===== config.mk =====
export PLATFORM = sky130hd
export DESIGN_NAME = hamming_ser_flat
export DESIGN_NICKNAME = d
export VERILOG_FILES = /design/src/rtl/hamming_ser_if.sv /design/src/rtl/hamming_ser.sv /design/src/flat_wrapper.sv
export SDC_FILE = /design/constraint.sdc
export NUM_CORES = 1
export LEC_CHECK = 0
export ABC_AREA = 0
export CORE_UTILIZATION = 65
export CTS_CLUSTER_SIZE = 16
export DETAILED_ROUTE_END_ITERATION = 16
export DONT_BUFFER_PORTS = 1
export MAX_ROUTING_LAYER = met4
export PLACE_DENSITY = 0.81
export SYNTH_ARGS = -nofsm -noshare
export SYNTH_HDL_FRONTEND = slang
export SYNTH_SLANG_ARGS = --single-unit

===== constraint.sdc =====
create_clock -name clk -period 4.6 [get_ports clk]
set_clock_uncertainty 0.1 [all_clocks]
set_input_delay 0.23 -clock clk [delete_from_list [all_inputs] [get_ports clk]]
set_output_delay 0.23 -clock clk [all_outputs]
set_load 0.05 [all_outputs]

===== src/rtl/hamming_ser_if.sv =====
// hamming_ser_if: codeword handshake between the Hamming encoder stage
// (master) and the serializer (slave).
interface hamming_ser_if;
  logic [11:0] code_in;
  logic        in_valid;
  logic        in_ready;

  modport master (output code_in, output in_valid, input in_ready);
  modport slave  (input code_in, input in_valid, output in_ready);
endinterface


===== src/rtl/hamming_ser.sv =====
// hamming_ser: serializes a Hamming(12,8) codeword onto an idle-high line.
// Frame: start bit (0), 12 codeword bits LSB first, optional even-parity
// bit, stop bit (1). Each bit lasts BIT_CYCLES clocks.
// Optional feature macro: HAMMING_SER_PARITY_EN adds the parity bit (PAR state).
//
// state | meaning
// IDLE  | line high, in_ready=1, waiting for a codeword
// START | start bit (0)
// DATA  | codeword bit r_idx
// PAR   | XOR of the 12 latched bits (only with HAMMING_SER_PARITY_EN)
// STOP  | stop bit (1); done pulses on its last cycle
module hamming_ser #(
  parameter int BIT_CYCLES = 4
) (
  input  logic               clk,
  input  logic               rst,
  hamming_ser_if.slave       s_if,
  output logic               ser_out,
  output logic               busy,
  output logic               done
);

`ifdef HAMMING_SER_PARITY_EN
  typedef enum logic [2:0] {IDLE, START, DATA, PAR, STOP} state_t;
`else
  typedef enum logic [2:0] {IDLE, START, DATA, STOP} state_t;
`endif

  localparam logic [7:0] LP_LAST = 8'(BIT_CYCLES - 1);

  state_t      r_state;
  logic [7:0]  r_cnt;
  logic [3:0]  r_idx;
  logic [11:0] r_code;
  logic        r_ser;
  logic        r_busy;
  logic        r_done;
  logic        r_ready;

  logic        w_cnt_last;
  logic [7:0]  w_cnt_nxt;
  logic [3:0]  w_idx_nxt;

  assign w_cnt_last = (r_cnt == LP_LAST);
  assign w_cnt_nxt  = r_cnt + 8'd1;
  assign w_idx_nxt  = r_idx + 4'd1;

  assign ser_out       = r_ser;
  assign busy          = r_busy;
  assign done          = r_done;
  assign s_if.in_ready = r_ready;

  // Frame sequencer; every output is registered so it reflects the state
  // being entered, which puts the start bit in the cycle right after acceptance.
  always_ff @(posedge clk) begin
    if (rst) begin
      r_state <= IDLE;
      r_cnt   <= '0;
      r_idx   <= '0;
      r_code  <= '0;
      r_ser   <= 1'b1;
      r_busy  <= 1'b0;
      r_done  <= 1'b0;
      r_ready <= 1'b1;
    end else begin
      case (r_state)
        IDLE: begin
          if (s_if.in_valid && r_ready) begin
            r_code  <= s_if.code_in;
            r_state <= START;
            r_cnt   <= '0;
            r_idx   <= '0;
            r_ser   <= 1'b0;
            r_busy  <= 1'b1;
            r_ready <= 1'b0;
            r_done  <= 1'b0;
          end
        end
        START: begin
          if (w_cnt_last) begin
            r_state <= DATA;
            r_cnt   <= '0;
            r_idx   <= '0;
            r_ser   <= r_code[0];
          end else begin
            r_cnt <= w_cnt_nxt;
          end
        end
        DATA: begin
          if (w_cnt_last) begin
            r_cnt <= '0;
            if (r_idx == 4'd11) begin
              r_idx <= '0;
`ifdef HAMMING_SER_PARITY_EN
              r_state <= PAR;
              r_ser   <= ^r_code;
`else
              r_state <= STOP;
              r_ser   <= 1'b1;
              // With one cycle per bit the first stop cycle is also the last.
              r_done  <= (LP_LAST == 8'd0);
`endif
            end else begin
              r_idx <= w_idx_nxt;
              r_ser <= r_code[w_idx_nxt];
            end
          end else begin
            r_cnt <= w_cnt_nxt;
          end
        end
`ifdef HAMMING_SER_PARITY_EN
        PAR: begin
          if (w_cnt_last) begin
            r_state <= STOP;
            r_cnt   <= '0;
            r_idx   <= '0;
            r_ser   <= 1'b1;
            r_done  <= (LP_LAST == 8'd0);
          end else begin
            r_cnt <= w_cnt_nxt;
          end
        end
`endif
        STOP: begin
          if (w_cnt_last) begin
            r_state <= IDLE;
            r_cnt   <= '0;
            r_idx   <= '0;
            r_ser   <= 1'b1;
            r_busy  <= 1'b0;
            r_done  <= 1'b0;
            r_ready <= 1'b1;
          end else begin
            r_cnt  <= w_cnt_nxt;
            r_done <= (w_cnt_nxt == LP_LAST);
          end
        end
        default: begin
          r_state <= IDLE;
          r_cnt   <= '0;
          r_idx   <= '0;
          r_ser   <= 1'b1;
          r_busy  <= 1'b0;
          r_done  <= 1'b0;
          r_ready <= 1'b1;
        end
      endcase
    end
  end

endmodule

===== src/flat_wrapper.sv =====
// flat-port wrapper written by rule: the top's interface ports become plain ports
module hamming_ser_flat 
#(
  parameter int BIT_CYCLES = 4
)
  (clk, rst, ser_out, busy, done, s_if_code_in, s_if_in_valid, s_if_in_ready);
  hamming_ser_if s_if_i ();
  input  logic clk;
  input  logic rst;
  output logic ser_out;
  output logic busy;
  output logic done;
  input wire logic [$bits(s_if_i.code_in)-1:0] s_if_code_in;
  input wire logic [$bits(s_if_i.in_valid)-1:0] s_if_in_valid;
  output wire logic [$bits(s_if_i.in_ready)-1:0] s_if_in_ready;
  assign s_if_i.code_in = s_if_code_in;
  assign s_if_i.in_valid = s_if_in_valid;
  assign s_if_in_ready = s_if_i.in_ready;
  hamming_ser #(.BIT_CYCLES(BIT_CYCLES)) u_core (.clk(clk), .rst(rst), .s_if(s_if_i), .ser_out(ser_out), .busy(busy), .done(done));
endmodule

==> results.md, run 1 <==
* Design Area, Final at 1830 um^2
* Hold-critical path endpoint: u_core.done$_SDFFE_PP0P_
* Clock sink count at 30
* R2R Path End: u_core.done$_SDFFE_PP0P_
* Simple-Gate Fraction of Synth Area at roughly a quarter
* Mux contribution to synthesized area at 5.58%
* XOR/XNOR Fraction of Synth Area at 1.09%
* Share of cells above drive strength 1 at ~7.7%
* Ys Warns at 0
* Post-synthesis sequential area ratio at ~37%
* Post-Layout Cell Count at 236
* Max_slew headroom at roughly a quarter
* Most common cell after layout, fill and taps aside: nand2_1
* DR iter-0 viols at 58
* Maximum buffer depth of the clock tree at 2
* Cell Pwr Density at 515 nW/um^2
* Peak Freq at around 420 MHz
* Vias per cell at 6.58
* Post-synthesis compound-gate area fraction at 20.7%
* Core area at 2280 um^2
* FILL cells at 150
* Routed WL at 4.13 mm
* Gr usage total at 36.2%
* TritonCTS buffer count at 5
* Clock transition at the registers of the reported paths at 0.10 ns
* Endpoints failing hold at 0
* Final worst setup slack at 2.23 ns
* Largest family of logic cells by synthesized area: simple AND/OR/NAND/NOR gates
* Die area at 2690 um^2
* Tcrit/Tclk final at just over 50%
* Synth Instances at 196
* Post-synth ARST share at 0%
* Place WS at 2.25 ns
* Residual DRC at 0
* Main synth FF type: dfxtp_1
* Slew @ Worst Pin at between 1 and 1.5 ns
* DP Area at 1620 um^2
* Post-synth EDFFs at 0
* Synth Cell Area at between 1500 and 2000 um^2
* Tmin final at approximately 2.4 ns
* RSZ-0062 raised after global routing: no
* Routed via count at roughly 1,600
* Largest net degree at the start of global routing at 32
* Reg2Reg Depth at 6
* Most frequent cells in the layout: nand2_1, dfxtp_1, a21oi_1
* DR WL/cell at approximately 18 um
* CTS tree: done
* Initial antenna violation count at 0
* TNS Setup at 0 ns
* Layout Nets at 231
* Port bufs at 0
* Max Cap Violations at 0
* GRT overflow at 0
* Status: finished, final reports clean
* Vias in the first global route at 1,473
* Crit. End Element: register
* Final HPWL DP at 2.50 mm
* Die height at 51.8 um
* Placer Congestion at between 0.9 and 1
* Ports at 19
* # diodes at 0
* Clock latency on the worst-skew pair at roughly 0.33 ns
* LEAKAGE at 0.000665 uW
* #FFs+latches synth at 30
* First-pass DRT Iterations at 4
* Crit start category: register
* Yosys cell types at between 40 and 50
* Worst Path Required at between 4 and 5 ns
* Chip width at 51.8 um
* CP Data Arrival Time at 2.51 ns
* Synth Net Count at between 200 and 250
* Hold Path Cell Cnt at 2
* R2R Setup Slk at 2.23 ns
* Antenna Violating Nets Remaining at 0
* H-tree levels at 2
* Hold Path Class: input pin to register
* Clk root buf: clkbuf_4
* Final slew viol count at 0
* Finish-stage setup viols at 0
* Reg2reg start: u_core.r_idx[0]$_SDFFE_PP0P_
* IR drop worst, VDD at 0.368 mV
* Worst Hold Launch: rst
* Post-synthesis average cell area at about 8.2 um^2
* Cell total after placement at ~220
* Area share of fa/ha/maj cells after synthesis at 6.20%
* Synth-to-Final Area Change at 13.3%
* Global-route wire length before repair at 6.80 mm
* Worst Path Class, Setup: register to register
* Crit-path max FO at 8
* Standard-cell rows at 17
* Initial Util at roughly 71%
## flip-flops by register name (all words and copies together), names as in the netlist
name	cells
u_core.done	1
u_core.r_cnt	8
u_core.r_state	2
u_core.r_idx	4
u_core.busy	1
u_core.s_if.in_ready	1
u_core.r_code	12
u_core.ser_out	1
## critical path: stages, from the launching register on
cell,delay [ns]
dfxtp_1,0.50
ha_1,0.31
nor2b_1,0.20
a21boi_1,0.19
a2111oi_1,0.55
nand4b_1,0.20
o31ai_1,0.23
## metal layers
metal / vias to the layer above / track usage (%) / wire length [um]
li1: 727 / - / -
met1: 731 / 43.2 / 1740
met2: 70 / 53.8 / 1940
met3: 26 / 9.65 / 254
met4: 0 / 23.0 / 200
met5: - / - / 0
## worst max-delay path by stage
stage,from,cells past startpoint,end,slack [ns]
after floorplan,u_core.r_state[0]$_SDFFE_PP0P_,6,u_core.ser_out$_SDFFE_PP1P_,2.66
after global placement,u_core.r_idx[0]$_SDFFE_PP0P_,6,u_core.done$_SDFFE_PP0P_,2.43
after detailed placement,u_core.r_idx[0]$_SDFFE_PP0P_,6,u_core.done$_SDFFE_PP0P_,2.25
after CTS,u_core.r_idx[0]$_SDFFE_PP0P_,6,u_core.done$_SDFFE_PP0P_,2.21
after global routing,u_core.r_idx[0]$_SDFFE_PP0P_,6,u_core.done$_SDFFE_PP0P_,1.99
final,u_core.r_idx[0]$_SDFFE_PP0P_,6,u_core.done$_SDFFE_PP0P_,2.23
## synthesized netlist by cell type, types with 4 or more instances
cell type  instances  share of area (%)
a21oi_1           28                8.7
clkbuf_1           6                1.4
dfxtp_1           30                 37
ha_1               8                6.2
inv_1              6                1.4
nand2_1           35                8.1
nand3_1            6                1.9
nor2_1            15                3.5
nor3_1             6                1.9
nor3b_1            4                1.9
o21ai_0            8                2.5
## per-stage QoR
stage	power [uW]	hold slack [ns]	util [%]
final	942	0.0316	80.4
after global placement	677	0.202	71.1
after floorplan	630	0.266	-
after CTS	925	0.0222	80.4
after detailed placement	696	0.204	71.1
after global routing	989	0.0295	80.4
## power by group
part           switching [uW]  internal [uW]
Clock                    89.5            126
Combinational             219            126
Sequential               77.0            303
## area by class of cell
cell class	instances	area (um^2)	share of cell area, %
multi-input cells	152	960	52.5
well taps	28	35.0	1.92
flip-flops and latches	30	601	32.8
clock inverters	1	30.0	1.64
clock buffers	6	51.3	2.80
repair buffers	13	130	7.11
inverters	6	22.5	1.23
## repair_timing
action,CTS,global route
resized for setup,0,0
hold buffers,13,0
endpoints found under the hold margin,30,0
setup buffers,0,0
## logic make-up after synthesis
logic type,after synthesis
buffers and inverters,14
XOR/XNOR,2
AND/OR/NAND/NOR,84
multiplexers,5
AO/OA/AOI/OAI,53
adder cells (fa/ha/maj),8
flip-flops,30
(Power assumes the default switching activity.)
==> run 2: changes to the inputs <==
--- a/config.mk
+++ b/config.mk
@@ -5,13 +5,13 @@
 export SDC_FILE = /design/constraint.sdc
 export NUM_CORES = 1
 export LEC_CHECK = 0
-export ABC_AREA = 0
-export CORE_UTILIZATION = 65
+export ABC_AREA = 1
+export CORE_UTILIZATION = 62
 export CTS_CLUSTER_SIZE = 16
 export DETAILED_ROUTE_END_ITERATION = 16
 export DONT_BUFFER_PORTS = 1
 export MAX_ROUTING_LAYER = met4
-export PLACE_DENSITY = 0.81
+export PLACE_DENSITY = 0.78
 export SYNTH_ARGS = -nofsm -noshare
 export SYNTH_HDL_FRONTEND = slang
 export SYNTH_SLANG_ARGS = --single-unit
==> constraint.sdc (replaced) <==
create_clock -name clk -period 2.4 [get_ports clk]
set_clock_uncertainty 0.1 [all_clocks]
set_input_delay 0.12 -clock clk [delete_from_list [all_inputs] [get_ports clk]]
set_output_delay 0.12 -clock clk [all_outputs]
set_load 0.05 [all_outputs]
==> run 2 against run 1 <==
  * Clock power rose by 94%
  * Hold slack gained 0.036 ns
  * Critical path depth increased by 2
  * Wire length decreased by 6.7%
  * Count of clock-buffer cells in the layout unchanged
  * Critical endpoint is now u_core.r_cnt[2]$_SDFFE_PP0N_
  * Total power grew 150%
  * Sequential share of layout area fell by 1.7 points
  * Die area is 9.0% higher
==> results.md, run 2 <==
* Chip width at around 54 um
* Gr usage total at 31.0%
* Max reg flops at 12
* Maximum buffer depth of the clock tree at 2
* Finish-stage setup viols at 0
* Die height at around 54 um
* Most common cell on crit path: inv_1
* Vias in the first global route at 1,423
* Post-synth ARST share at 0%
* H-tree levels at 2
* Max_slew headroom at 58.7%
* DR WL/cell at 13.1 um
* Post-synthesis average cell area at 6.76 um^2
* Peak Freq at ~520 MHz
* Port bufs at 0
* Core area at 2520 um^2
* Clock latency on the worst-skew pair at between 0.3 and 0.4 ns
* Crit start category: register
* Final HPWL DP at 2.59 mm
* #FFs+latches synth at 30
* Synth-to-Final Area Change at 14.5%
* Tmin final at ~1.9 ns
* RSZ-0062 raised after global routing: no
* Vias per cell at roughly 5.6
* Biggest register: u_core.r_code
* DR iter-0 viols at 78
* TNS Setup at 0 ns
* Synth Net Count at 272
* Yosys top cell area share at 35.7%
* Reg2reg start: u_core.r_state[0]$_SDFFE_PP0P_
* Routed via count at 1,647
* Clock sink count at 30
* Antenna Violating Nets Remaining at 0
* Max Cap Violations at 0
* Slew @ Worst Pin at between 0.6 and 0.7 ns
* Crit-path max FO at 10
* Hold Path Class: input pin to register
* Largest net degree at the start of global routing at 24
* Standard-cell rows at 18
* Final slew viol count at 0
* Post-synth EDFFs at 0
* Most frequent cell after synthesis: nand2_1
* Routed WL at just under 4 mm
* Top Registers: u_core.r_code (12), u_core.r_cnt (8), u_core.r_idx (4)
* CP Data Arrival Time at about 2.1 ns
* Cell family with most CP delay: buffers and inverters
* Ports at 19
* CTS tree: done
* Clock transition at the registers of the reported paths at about 0.09 ns
* Post-cts resize count at 0
* Yosys cell types at 24
* Status: finished, final reports clean
* Cell Pwr Density at 1200 nW/um^2
* First-pass DRT Iterations at 4
* Layout Nets at 288
* Most common cell after layout, fill and taps aside: nand2_1
* Placer Congestion at roughly 0.96
* # diodes at 0
* CP max-delay cell: dfxtp_1
* Top cells by area, synth: dfxtp_1, nand2_1, a21oi_1
* Main synth FF type: dfxtp_1
* IR drop worst, VDD at 0.946 mV
* Worst Setup SP: u_core.r_state[0]$_SDFFE_PP0P_
* Endpoints failing hold at 0
* Worst Path Required at 2.56 ns
* Synth Cell Area at between 1500 and 2000 um^2
* Synth Instances at ~250
* Residual DRC at 0
* Initial antenna violation count at 0
* Crit. End Element: register
* GRT overflow at 0
* Ys Warns at 0
* Slowest Stage Delay on Critical Path at ~0.38 ns
* Worst hold slack at 0.0673 ns
* Most frequent cells in the layout: nand2_1, inv_1, dfxtp_1
* Worst Hold Launch: rst
* Initial Util at 66.7%
* Power Total at approximately 2300 uW
* WP buf/inv at 3
* Worst path cell trace: inv_1 -> ha_1 -> inv_1 -> nor2_2 -> buf_4 -> nor3_4 -> o21ai_0 -> a21oi_1
* Yosys top cell by area: dfxtp_1
* Worst Path Class, Setup: register to register
* Post-synthesis sequential area ratio at 35.7%
* Clk root buf: clkbuf_4
* Tcrit/Tclk final at between 70 and 80%
* Global-route wire length before repair at between 6 and 7 mm
* TritonCTS buffer count at 5
* Commonest cells post-synth: nand2_1, inv_1, dfxtp_1
* LEAKAGE at 0.000830 uW
* Die area at 2930 um^2
* Share of cells above drive strength 1 at 8.68%
[run 2: cell types whose count changed in the layout (fill, tap and decap cells not counted), sizes merged, moves of 4 or more]
| cell | previous run | this run |
|---|---|---|
| nor3b | 4 | 0 |
| nor3 | 7 | 2 |
| nand2 | 35 | 54 |
| nand3 | 6 | 20 |
| o21ai | 9 | 22 |
| nor2 | 15 | 29 |
| inv | 6 | 38 |
[run 2: power by group]
group	switching (uW)	internal [uW]	total, uW
clock	178	242	420
sequential	195	646	842
combinational	678	369	1050
[run 2: path summary, 6_finish.rpt]
path              cells after the start  slack [ns]                                end
setup / recovery                      8        0.49       u_core.r_cnt[2]$_SDFFE_PP0N_
hold / removal                        2        0.07  u_core.s_if.in_ready$_SDFFE_PP1P_
setup reg to reg                      8        0.49       u_core.r_cnt[2]$_SDFFE_PP0N_
hold reg to reg                       2        0.36     u_core.r_code[10]$_SDFFE_PP0P_
[run 2: logic make-up (layout without fill, tap and decap cells)]
family / after synthesis / after routing / share of synthesized area, %
flip-flops: 30 / 30 / 35.7
AND/OR/NAND/NOR: 109 / 109 / 29.7
AO/OA/AOI/OAI: 52 / 52 / 15.8
adder cells (fa/ha/maj): 8 / 8 / 5.95
XOR/XNOR: 5 / 5 / 2.60
buffers and inverters: 45 / 61 / 10.3
[run 2: worst reg2reg max path: stages (launching register included)]
cell     delay [ns]
dfxtp_1        0.38
inv_1          0.11
ha_1           0.26
inv_1          0.12
nor2_2         0.07
buf_4          0.18
nor3_4         0.30
o21ai_0        0.17
a21oi_1        0.14
[run 2: timing repair]
| item | CTS | global route |
|---|---|---|
| endpoints found under the setup margin | 0 | 0 |
| setup buffers | 0 | 0 |
| endpoints found under the hold margin | 23 | 0 |
| hold buffers | 14 | 0 |
[run 2: per-layer routing]
| layer | GRT usage [%] | part of all wire (%) |
|---|---|---|
| met3 | 9.89 | 6.2 |
| met4 | 9.40 | 1.6 |
| met5 | - | 0 |
| met2 | 49.0 | 48 |
| met1 | 37.5 | 45 |
[run 2: area by class of cell]
type | count | area (um^2)
inverters | 38 | 143
multi-input cells | 174 | 910
flip-flops and latches | 30 | 601
repair buffers | 16 | 155
well taps | 30 | 37.5
clock buffers | 6 | 51.3
fillers | 216 | 596
clock inverters | 1 | 30.0
[run 2: per-stage QoR]
| stage | cell area, um^2 | cells | utilization [%] | setup slack (ns) |
|---|---|---|---|---|
| 6_report | 1930 | 295 | 76.4 | 0.486 |
| 5_1_grt | 1930 | 295 | 76.4 | 0.282 |
| 4_1_cts | 1930 | 295 | 76.4 | 0.497 |
| 3_5_place_dp | 1710 | 274 | 67.6 | 0.571 |
| 3_3_place_gp | 1710 | 274 | 67.6 | 0.667 |
| 2_1_floorplan | 1680 | 249 | - | 0.849 |
